### src/rtl/cdu_pkg.sv
// Shared types and defaults for the multi-channel CDU pulse accumulator.
// Channel names follow the AGC CDU ordering X, Y, Z, trunnion, shaft.
package cdu_pkg;

    localparam int CDU_NCHAN       = 5;
    localparam int CDU_WIDTH       = 15;
    localparam int CDU_SYNC_STAGES = 2;
    localparam int CDU_CHAN_W      = $clog2(CDU_NCHAN);

    typedef logic [CDU_CHAN_W-1:0] cdu_chan_t;
    typedef logic [CDU_WIDTH-1:0]  cdu_count_t;

    typedef enum logic [CDU_CHAN_W-1:0] {
        CDU_CH_X        = 3'd0,
        CDU_CH_Y        = 3'd1,
        CDU_CH_Z        = 3'd2,
        CDU_CH_TRUNNION = 3'd3,
        CDU_CH_SHAFT    = 3'd4
    } cdu_chan_e;

    // Packed so that {up, down} maps directly onto rd_wrap.
    typedef struct packed {
        logic up;
        logic down;
    } cdu_wrap_t;

endpackage

### src/rtl/cdu_pulse_edge.sv
// Synchroniser chain plus rising-edge detector for one asynchronous pulse line.
// A level held high produces a single one-cycle strobe.
module cdu_pulse_edge
    import cdu_pkg::*;
#(
    parameter int SYNC_STAGES = CDU_SYNC_STAGES
) (
    input  logic clk,
    input  logic rst,
    input  logic pulse,
    output logic rise
);

    logic [SYNC_STAGES-1:0] sync_q;
    logic                   prev_q;

    always_ff @(posedge clk) begin
        if (rst) begin
            sync_q <= '0;
            prev_q <= 1'b0;
        end else begin
            sync_q <= {sync_q[SYNC_STAGES-2:0], pulse};
            prev_q <= sync_q[SYNC_STAGES-1];
        end
    end

    assign rise = sync_q[SYNC_STAGES-1] & ~prev_q;

endmodule

### src/rtl/cdu_pulse_accumulator.sv
// Multi-channel CDU angle accumulator: counts +/- dTheta pulse pairs into wrapping
// per-channel counters and serves them through a one-deep registered read port.
module cdu_pulse_accumulator
    import cdu_pkg::*;
#(
    parameter int  NCHAN       = CDU_NCHAN,
    parameter int  WIDTH       = CDU_WIDTH,
    parameter int  SYNC_STAGES = CDU_SYNC_STAGES,
    localparam int CHAN_W      = (NCHAN > 1) ? $clog2(NCHAN) : 1
) (
    input  logic              clk,
    input  logic              rst,
    input  logic [NCHAN-1:0]  pulse_p,
    input  logic [NCHAN-1:0]  pulse_m,
    input  logic [NCHAN-1:0]  zero,
    input  logic              rd_req,
    input  logic [CHAN_W-1:0] rd_chan,
    input  logic              rd_clear,
    output logic              rd_valid,
    output logic [WIDTH-1:0]  rd_data,
    output logic [1:0]        rd_wrap,
    output logic [NCHAN-1:0]  collide
);

    function automatic logic signed [1:0] edge_delta(input logic rp, input logic rm);
        if (rp && !rm) return 2'sd1;
        if (rm && !rp) return -2'sd1;
        return 2'sd0;
    endfunction

    // Modular add of a -1/0/+1 step; wraps naturally at 2^WIDTH.
    function automatic logic [WIDTH-1:0] step_count(input logic [WIDTH-1:0] cnt,
                                                    input logic signed [1:0] delta);
        return cnt + {{(WIDTH-2){delta[1]}}, delta};
    endfunction

    logic [NCHAN-1:0] rise_p;
    logic [NCHAN-1:0] rise_m;
    logic [WIDTH-1:0] cnt_all  [NCHAN];
    cdu_wrap_t        wrap_all [NCHAN];

    logic [WIDTH-1:0] sel_cnt;
    logic [1:0]       sel_wrap;

    logic             rd_vld_p1;
    logic [WIDTH-1:0] rd_data_p1;
    logic [1:0]       rd_wrap_p1;

    for (genvar g = 0; g < NCHAN; g++) begin : g_chan
        logic [WIDTH-1:0]  cnt_q;
        cdu_wrap_t         wrap_q;
        logic              col_q;
        logic signed [1:0] delta;
        logic              clr_hit;

        cdu_pulse_edge #(.SYNC_STAGES(SYNC_STAGES)) u_edge_p (
            .clk   (clk),
            .rst   (rst),
            .pulse (pulse_p[g]),
            .rise  (rise_p[g])
        );

        cdu_pulse_edge #(.SYNC_STAGES(SYNC_STAGES)) u_edge_m (
            .clk   (clk),
            .rst   (rst),
            .pulse (pulse_m[g]),
            .rise  (rise_m[g])
        );

        assign delta   = edge_delta(rise_p[g], rise_m[g]);
        assign clr_hit = rd_req && rd_clear && (rd_chan == CHAN_W'(g));

        // Zero beats clear-on-read; a clearing read keeps this cycle's step so no pulse is lost.
        always_ff @(posedge clk) begin
            if (rst) begin
                cnt_q  <= '0;
                wrap_q <= '0;
                col_q  <= 1'b0;
            end else if (zero[g]) begin
                cnt_q  <= '0;
                wrap_q <= '0;
            end else begin
                if (rise_p[g] && rise_m[g]) col_q <= 1'b1;
                if (clr_hit) begin
                    cnt_q  <= step_count('0, delta);
                    wrap_q <= '0;
                end else begin
                    cnt_q <= step_count(cnt_q, delta);
                    if (delta == 2'sd1 && cnt_q == '1) wrap_q.up <= 1'b1;
                    if (delta == -2'sd1 && cnt_q == '0) wrap_q.down <= 1'b1;
                end
            end
        end

        assign cnt_all[g]  = cnt_q;
        assign wrap_all[g] = wrap_q;
        assign collide[g]  = col_q;
    end

    // Out-of-range channels fall through to zero.
    always_comb begin
        sel_cnt  = '0;
        sel_wrap = '0;
        for (int i = 0; i < NCHAN; i++) begin
            if (rd_chan == CHAN_W'(i)) begin
                sel_cnt  = cnt_all[i];
                sel_wrap = wrap_all[i];
            end
        end
    end

    // ---- read stage p1: samples pre-update state, holds until the next response
    always_ff @(posedge clk) begin
        if (rst) begin
            rd_vld_p1  <= 1'b0;
            rd_data_p1 <= '0;
            rd_wrap_p1 <= '0;
        end else begin
            rd_vld_p1 <= rd_req;
            if (rd_req) begin
                rd_data_p1 <= sel_cnt;
                rd_wrap_p1 <= sel_wrap;
            end
        end
    end

    assign rd_valid = rd_vld_p1;
    assign rd_data  = rd_data_p1;
    assign rd_wrap  = rd_wrap_p1;

endmodule

### config.mk
export PLATFORM = sky130hd
export DESIGN_NAME = cdu_pulse_accumulator
export DESIGN_NICKNAME = d
export VERILOG_FILES = /design/src/rtl/cdu_pkg.sv /design/src/rtl/cdu_pulse_edge.sv /design/src/rtl/cdu_pulse_accumulator.sv
export SDC_FILE = /design/constraint.sdc
export NUM_CORES = 1
export LEC_CHECK = 0
export CAP_MARGIN = 10
export CORE_UTILIZATION = 59
export DETAILED_ROUTE_END_ITERATION = 8
export PLACE_DENSITY = 0.84
export SLEW_MARGIN = 30
export SYNTH_ARGS = -nofsm -noshare
export SYNTH_HDL_FRONTEND = slang
export SYNTH_HIERARCHICAL = 1
export SYNTH_SLANG_ARGS = --single-unit
### constraint.sdc
create_clock -name clk -period 4.9 [get_ports clk]
set_input_delay 1.47 -clock clk [delete_from_list [all_inputs] [get_ports clk]]
set_output_delay 1.47 -clock clk [all_outputs]
set_load 0.03 [all_outputs]
Word level (Yosys, flattened, before mapping)
Index checks and enable logic that the tools add are counted.
{"block": "classes", "reduce_logical": 62, "eq_ne": 19, "muxes": 50, "addsub": 5, "bitwise": 25}
{"op": "15-bit 2-to-1 mux", "n": 10}
{"op": "15-bit adder", "n": 5}
{"op": "15-bit equality test (second input constant)", "n": 5}
{"op": "15-bit logical NOT", "n": 5}
{"op": "2-bit 2-to-1 mux", "n": 25}
{"op": "1-bit logical AND", "n": 31}
{"op": "1-bit 2-to-1 mux", "n": 15}
{"op": "1-bit NOT", "n": 15}
{"op": "3-bit OR reduction", "n": 5}
{"op": "1-bit bitwise AND", "n": 10}
{"op": "2-bit by 1-bit equality test with 1-bit output (second input constant)", "n": 5}
{"op": "2-bit equality test (second input constant)", "n": 5}
{"op": "1-bit logical NOT", "n": 10}
{"op": "2-bit AND reduction", "n": 5}
{"op": "2-bit OR reduction", "n": 5}
{"op": "3-bit by 2-bit equality test with 1-bit output (second input constant)", "n": 2}
{"op": "3-bit by 1-bit equality test with 1-bit output (second input constant)", "n": 1}
{"op": "3-bit equality test (second input constant)", "n": 1}
{"op": "3-bit logical NOT", "n": 1}
{"block": "word_totals", "out_inout_bits": 23, "ff_bits": 138, "input_bits": 22}

Logic depth before layout (Yosys ltp)
{"block": "logic_depth", "ltp_word": 10, "depth_mapped": 16}

By module
The synthesis kept the hierarchy.
{"module": "cdu_pulse_accumulator", "cells_each": 1261, "instances": 1, "area_each_um2": 9270.1}
{"module": "cdu_pulse_edge", "cells_each": 7, "instances": 10, "area_each_um2": 87.6}

Worst setup path before layout
OpenSTA, ideal clock, no wires.
{"block": "synth_timing", "kind": "register to register", "startpoint": "register g_chan[0].u_edge_p.sync_q[1]", "endpoint": "register g_chan[0].cnt_q[10]", "t_arrival_ns": 3.532, "slack_ns": 1.296, "stages_incl_launch_ff": 17, "n_path_buf": 4, "path_cell_list": "dfxtp_1 -> nor2b_2 -> inv_1 -> ha_1 -> buf_2 -> buf_1 -> clkbuf_1 -> buf_1 -> xor2_1 -> ha_1 -> or3b_1 -> a21oi_1 -> o211ai_1 -> a22oi_1 -> nor3_1 -> nor3_1 -> mux2i_1"}
{"block": "synth_between", "elab_chain_len": 9, "word_cells_on_any_way": 12}
{"element": "start, declared", "line_no": "cdu_pulse_edge.sv:14", "rtl": "logic [SYNC_STAGES-1:0] sync_q;"}
{"element": "start signal, assigned", "line_no": "cdu_pulse_edge.sv:22", "rtl": "sync_q <= {sync_q[SYNC_STAGES-2:0], pulse};"}
{"element": "1-bit bitwise AND *", "line_no": "cdu_pulse_edge.sv:27", "rtl": "assign rise = sync_q[SYNC_STAGES-1] & ~prev_q;"}
{"element": "via rise_p[0]", "line_no": "cdu_pulse_accumulator.sv:37", "rtl": "logic [NCHAN-1:0] rise_p;"}
{"element": "1-bit logical NOT", "line_no": "cdu_pulse_accumulator.sv:27", "rtl": "if (rm && !rp) return -2'sd1;"}
{"element": "1-bit logical AND", "line_no": "cdu_pulse_accumulator.sv:27"}
{"element": "1-bit 2-to-1 mux (2 in series)", "line_no": "cdu_pulse_accumulator.sv:27"}
{"element": "2-bit 2-to-1 mux", "line_no": "cdu_pulse_accumulator.sv:28", "rtl": "return 2'sd0;"}
{"element": "2-bit 2-to-1 mux *", "line_no": "cdu_pulse_accumulator.sv:27"}
{"element": "15-bit adder", "line_no": "cdu_pulse_accumulator.sv:34", "rtl": "return cnt + {{(WIDTH-2){delta[1]}}, delta};"}
{"element": "15-bit 2-to-1 mux *", "line_no": "cdu_pulse_accumulator.sv:84", "rtl": "if (clr_hit) begin"}
{"element": "end signal, assigned", "line_no": "cdu_pulse_accumulator.sv:85", "rtl": "cnt_q <= step_count('0, delta);"}
{"element": "end signal, assigned", "line_no": "cdu_pulse_accumulator.sv:88", "rtl": "cnt_q <= step_count(cnt_q, delta);"}
{"element": "end, declared", "line_no": "cdu_pulse_accumulator.sv:50", "rtl": "logic [WIDTH-1:0] cnt_q;"}
The timed path passes the listed nets; every way through them passes the cells marked *. The select of a mux whose other input is x is not followed.
A chain may end at the register's enable or synchronous reset.

Worst setup path after layout
{"block": "layout_timing", "startpoint": "input rd_chan[0]", "endpoint": "register g_chan[3].cnt_q[8]"}
{"block": "layout_between", "elab_chain_len": 3}
{"element": "start, declared", "line_no": "cdu_pulse_accumulator.sv:17", "rtl": "input logic [CHAN_W-1:0] rd_chan,"}
{"element": "3-bit by 2-bit equality test with 1-bit output", "line_no": "cdu_pulse_accumulator.sv:71", "rtl": "assign clr_hit = rd_req && rd_clear && (rd_chan == CHAN_W'(g));"}
{"element": "1-bit logical AND", "line_no": "cdu_pulse_accumulator.sv:71"}
{"element": "15-bit 2-to-1 mux", "line_no": "cdu_pulse_accumulator.sv:84"}
{"element": "end signal, assigned", "line_no": "cdu_pulse_accumulator.sv:85"}
{"element": "end signal, assigned", "line_no": "cdu_pulse_accumulator.sv:88"}
{"element": "end, declared", "line_no": "cdu_pulse_accumulator.sv:50"}
Every way passes these cells.

==> results.md <==
- Status: completed
- Post-CTS sizing: 0
- Gate Count Post-Synth: 1331
- Row count: 47
- FMAX: between 0.2 and 0.3 GHz
- Setup Slack @ Placement: 0.8550 ns
- Slew Limit Fails: 0
- Cell type with the highest aggregate area in the netlist: dfxtp_1
- Slew Limit Headroom: 43.57%
- Sequential fraction of design power: 42.2%
- Synthesized flop and latch total: about 140
- Clock Skew: 0.006036 ns
- Post-synth EDFFs: 0
- Sink Count: 138
- Initial antenna violation count: 0
- Initial Utilization: 60.75%
- Core area: ~17000 um2
- Fillers: 1397
- Die footprint: 17720 um2
- DRC viols: 0
- Largest net degree at the start of global routing: 47
- H-tree depth: 4
- Combinational share of power: between 10% and 20%
- Die width: 133.1 um
- Final worst-path cycle share: 74.22%
- Flop2flop setup slack: roughly 1.5 ns
- Reg2reg start: g_chan[0].u_edge_p/sync_q[1]
- WP data required: 5.25 ns
- Worst path arrival time: between 3 and 4 ns
- PwrDens: 261.6 nW/um2
- Tmin final: 3.637 ns
- First-pass GRT wire length: about 45 mm
- Clock Latency Late Sink: about 0.43 ns
- Met3 Use GR: under 10%
- Synth top area share: a little over a quarter
- Sequential-to-total area share from yosys stat: 27.23%
- Fraction of registers with async set/reset: 0%
- Min-Delay Path Class: reg -> reg
- Pint: 2114 uW
- Total grt overflow: 0
- Min-Delay Endpoint: g_chan[4].u_edge_p/sync_q[1]
- DRT iter0 DRCs: 1158
- Worst R2R End: g_chan[0].cnt_q[10]
- Vias in the first global route: about 8900
- CTS tree: yes
- Met2 Use GR: between 50% and 60%
- Slew @ Worst Pin: 0.8387 ns
- Distinct cells, synth: 84
- Drt pass-1 iters: 6
- CP Class: in -> reg
- Clock power frac: 46.4%
- Synth warnings: 6
- Nets: 1330
- CTS Hold Bufs: 0
- Largest fanout on the critical path: 20
- Critical path launch point type: primary input
- Reg clk slew, reported paths: roughly 0.060 ns
- Synthesis-to-finish area growth: 8.842%
- WL final: 27.22 mm
- Synth Flop Type: dfxtp_1
- Worst-path cell chain: clkdlybuf4s50_1, and2_0, and2_1, o21ai_0, a21oi_1
- WL/cell: 18.01 um
- Post-CTS Setup Bufs: 0
- Switching share of power: 26.82%
- Crit-path max cell delay: around 0.94 ns
- Final Worst Setup Slack: 1.263 ns
- Min-delay src: g_chan[4].u_edge_p/sync_q[0]
- Root Buffer Master: clkbuf_16
- Io pins: 45
- Setup violations, final: 0
- CTS Buffer Depth: 2
- Slowest stage cell, crit path: clkdlybuf4s50_1
- Psw: between 700 and 800 uW
- Estimated wirelength of the detail-placed design: 18.52 mm
- Die height: 133.1 um
- Total track usage: 31.00%
- Antenna diodes: 0
- CP Capture Type: flip-flop
- Worst VDD drop: roughly 0.26 mV
- R2r worst-path depth: 13
- Total power: 2889 uW
- Via count: 9980
- Grt peak-use layer: met2
- Multi-input logic area: roughly 6700 um2
- RSZ-0062 raised after global routing: no
- Gpl congestion: 0.9909
- Post-Syn Nets: about 1400
- Max cap viols: 0
- Synthesized area: 10150 um2
- Hold Path Stages: 1
- Met1 GRT Util: 40.92%
- Pleak: slightly below 0.004 uW
- Avg Cell Area, Syn: 7.623 um2
- Share of cells above drive strength 1: 7.359%
- PortBufs: 44
- Vias per std cell: around 6.6
- TNS Setup: 0 ns
- Area contributors post-synth: dfxtp_1 27%, mux2i_1 5.1%, nor2_1 4.8%
- Final ANT Viol Nets: 0
- Register area: 2763 um2
- CTS buffer count: 17
- Hold Violations, Final: 0
[power groups by stage]
stage          Combinational [uW]  Sequential (uW)  Clock, uW
6_report                      332             1220       1340
5_1_grt                       366             1220       1400
3_5_place_dp                  325             1240          0
4_1_cts                       328             1210       1360
2_1_floorplan                 256             1210          0
3_3_place_gp                  317             1240          0
[synth_stat cells, types with 6 or more instances]
master / count
dfxtp_1: 138
nor2_1: 130
o21ai_0: 97
a21oi_1: 94
clkbuf_1: 91
nand2_1: 69
mux2i_1: 52
nor2b_1: 43
inv_1: 37
or3_1: 37
nor3_1: 34
ha_1: 30
nand3_1: 30
xnor2_1: 29
xor2_1: 28
buf_2: 22
nand4_1: 22
a22oi_1: 21
nand2b_1: 18
nor4_1: 18
o21a_1: 14
o221ai_1: 13
o22ai_1: 13
and2_1: 12
buf_1: 12
nand3b_1: 12
or2_2: 12
a21o_1: 11
a311oi_1: 10
a31oi_1: 10
nor2b_2: 10
nor3b_1: 10
o31ai_1: 10
o31a_1: 9
or4_1: 7
and4b_1: 6
o211ai_1: 6
o2bb2ai_1: 6
[worst max path at each step]
stage | cells after the start | slack [ns] | start | endpoint
2_1_floorplan | 16 | 1.30 | g_chan[0].u_edge_p/sync_q[1] | g_chan[0].cnt_q[10]
3_3_place_gp | 5 | 0.95 | rd_chan[0] | g_chan[3].cnt_q[8]
3_5_place_dp | 5 | 0.85 | rd_chan[0] | g_chan[3].cnt_q[10]
4_1_cts | 5 | 1.32 | rd_chan[0] | g_chan[3].cnt_q[8]
5_1_grt | 7 | 1.03 | rd_chan[0] | g_chan[0].cnt_q[5]
6_report | 5 | 1.26 | rd_chan[0] | g_chan[3].cnt_q[8]
[cells in the final DEF (no fill, tap or decap), types with 7 or more instances in the layout]
cell | netlist | layout
a21o_1 | 11 | 11
a21oi_1 | 94 | 94
a22oi_1 | 21 | 21
a311oi_1 | 10 | 10
a31oi_1 | 10 | 10
and2_1 | 12 | 12
buf_4 | 5 | 15
clkbuf_16 | 0 | 17
clkdlybuf4s50_1 | 0 | 43
dfxtp_1 | 138 | 138
ha_1 | 30 | 30
inv_1 | 37 | 37
mux2i_1 | 52 | 52
nand2_1 | 69 | 69
nand2b_1 | 18 | 18
nand3_1 | 30 | 30
nand3b_1 | 12 | 12
nand4_1 | 22 | 22
nor2_1 | 130 | 130
nor2b_1 | 43 | 43
nor2b_2 | 10 | 10
nor3_1 | 34 | 34
nor3b_1 | 10 | 8
nor4_1 | 18 | 18
o21a_1 | 14 | 14
o21ai_0 | 97 | 97
o221ai_1 | 13 | 13
o22ai_1 | 13 | 13
o31a_1 | 9 | 9
o31ai_1 | 10 | 10
or2_2 | 12 | 12
or3_1 | 37 | 37
or4_1 | 7 | 7
xnor2_1 | 29 | 29
xor2_1 | 28 | 28
[metrics by stage]
step	cells	util [%]	instance area, um2	hold slack (ns)
after floorplan	1331	-	10150	0.4138
after global placement	1479	62.47	10430	0.4166
final	1511	66.12	11040	0.4336
after detailed placement	1479	62.47	10430	0.4218
after CTS	1511	66.12	11040	0.4346
after global routing	1511	66.12	11040	0.4453
[state kept, by name, summed over array words and instances, names as in the netlist]
signal / cells
g_chan.u_edge_m/prev_q: 5
rd_data: 15
rd_wrap: 2
g_chan.u_edge_p/sync_q: 10
rd_valid: 1
g_chan.u_edge_m/sync_q: 10
g_chan.wrap_q: 10
g_chan.u_edge_p/prev_q: 5
g_chan.cnt_q: 75
g_chan.col_q: 5
[layout make-up]
| cell class | count | area share (%) |
|---|---|---|
| clock buffers | 19 | 4.011 |
| clock inverters | 13 | 1.507 |
| inverters | 38 | 1.292 |
| multi-input cells | 1024 | 60.72 |
| flip-flops and latches | 138 | 25.02 |
| well taps | 220 | 2.493 |
| repair buffers | 59 | 4.963 |
[worst max-delay path: cells and delay by family]
kind / cells / cell delay [ns]
buffers and inverters: 1 / 0.94
and+or+nand+nor: 2 / 1.21
AOI/OAI and AO/OA: 2 / 0.37
[cell families (layout without fill, tap and decap cells)]
group / Yosys count / in the layout / share of synthesized area, %
AOI/OAI and AO/OA: 373 / 373 / 23.84
xor gates and xnor gates: 57 / 57 / 4.920
adders and majority gates: 30 / 30 / 3.700
buffers and inverters: 169 / 129 / 6.783
DFF: 138 / 138 / 27.23
muxes: 59 / 59 / 6.462
and+or+nand+nor: 505 / 505 / 27.07
[per-layer routing]
metal  vias up  wire length, um  share of wire, %
li1       4732                -                 -
met2       519            12680                47
met5         -                0                 0
met4         0              675               2.5
met1      4652            11460                42
met3        77             2409               8.9
No activity file was read; power rests on OpenSTA's default activity.
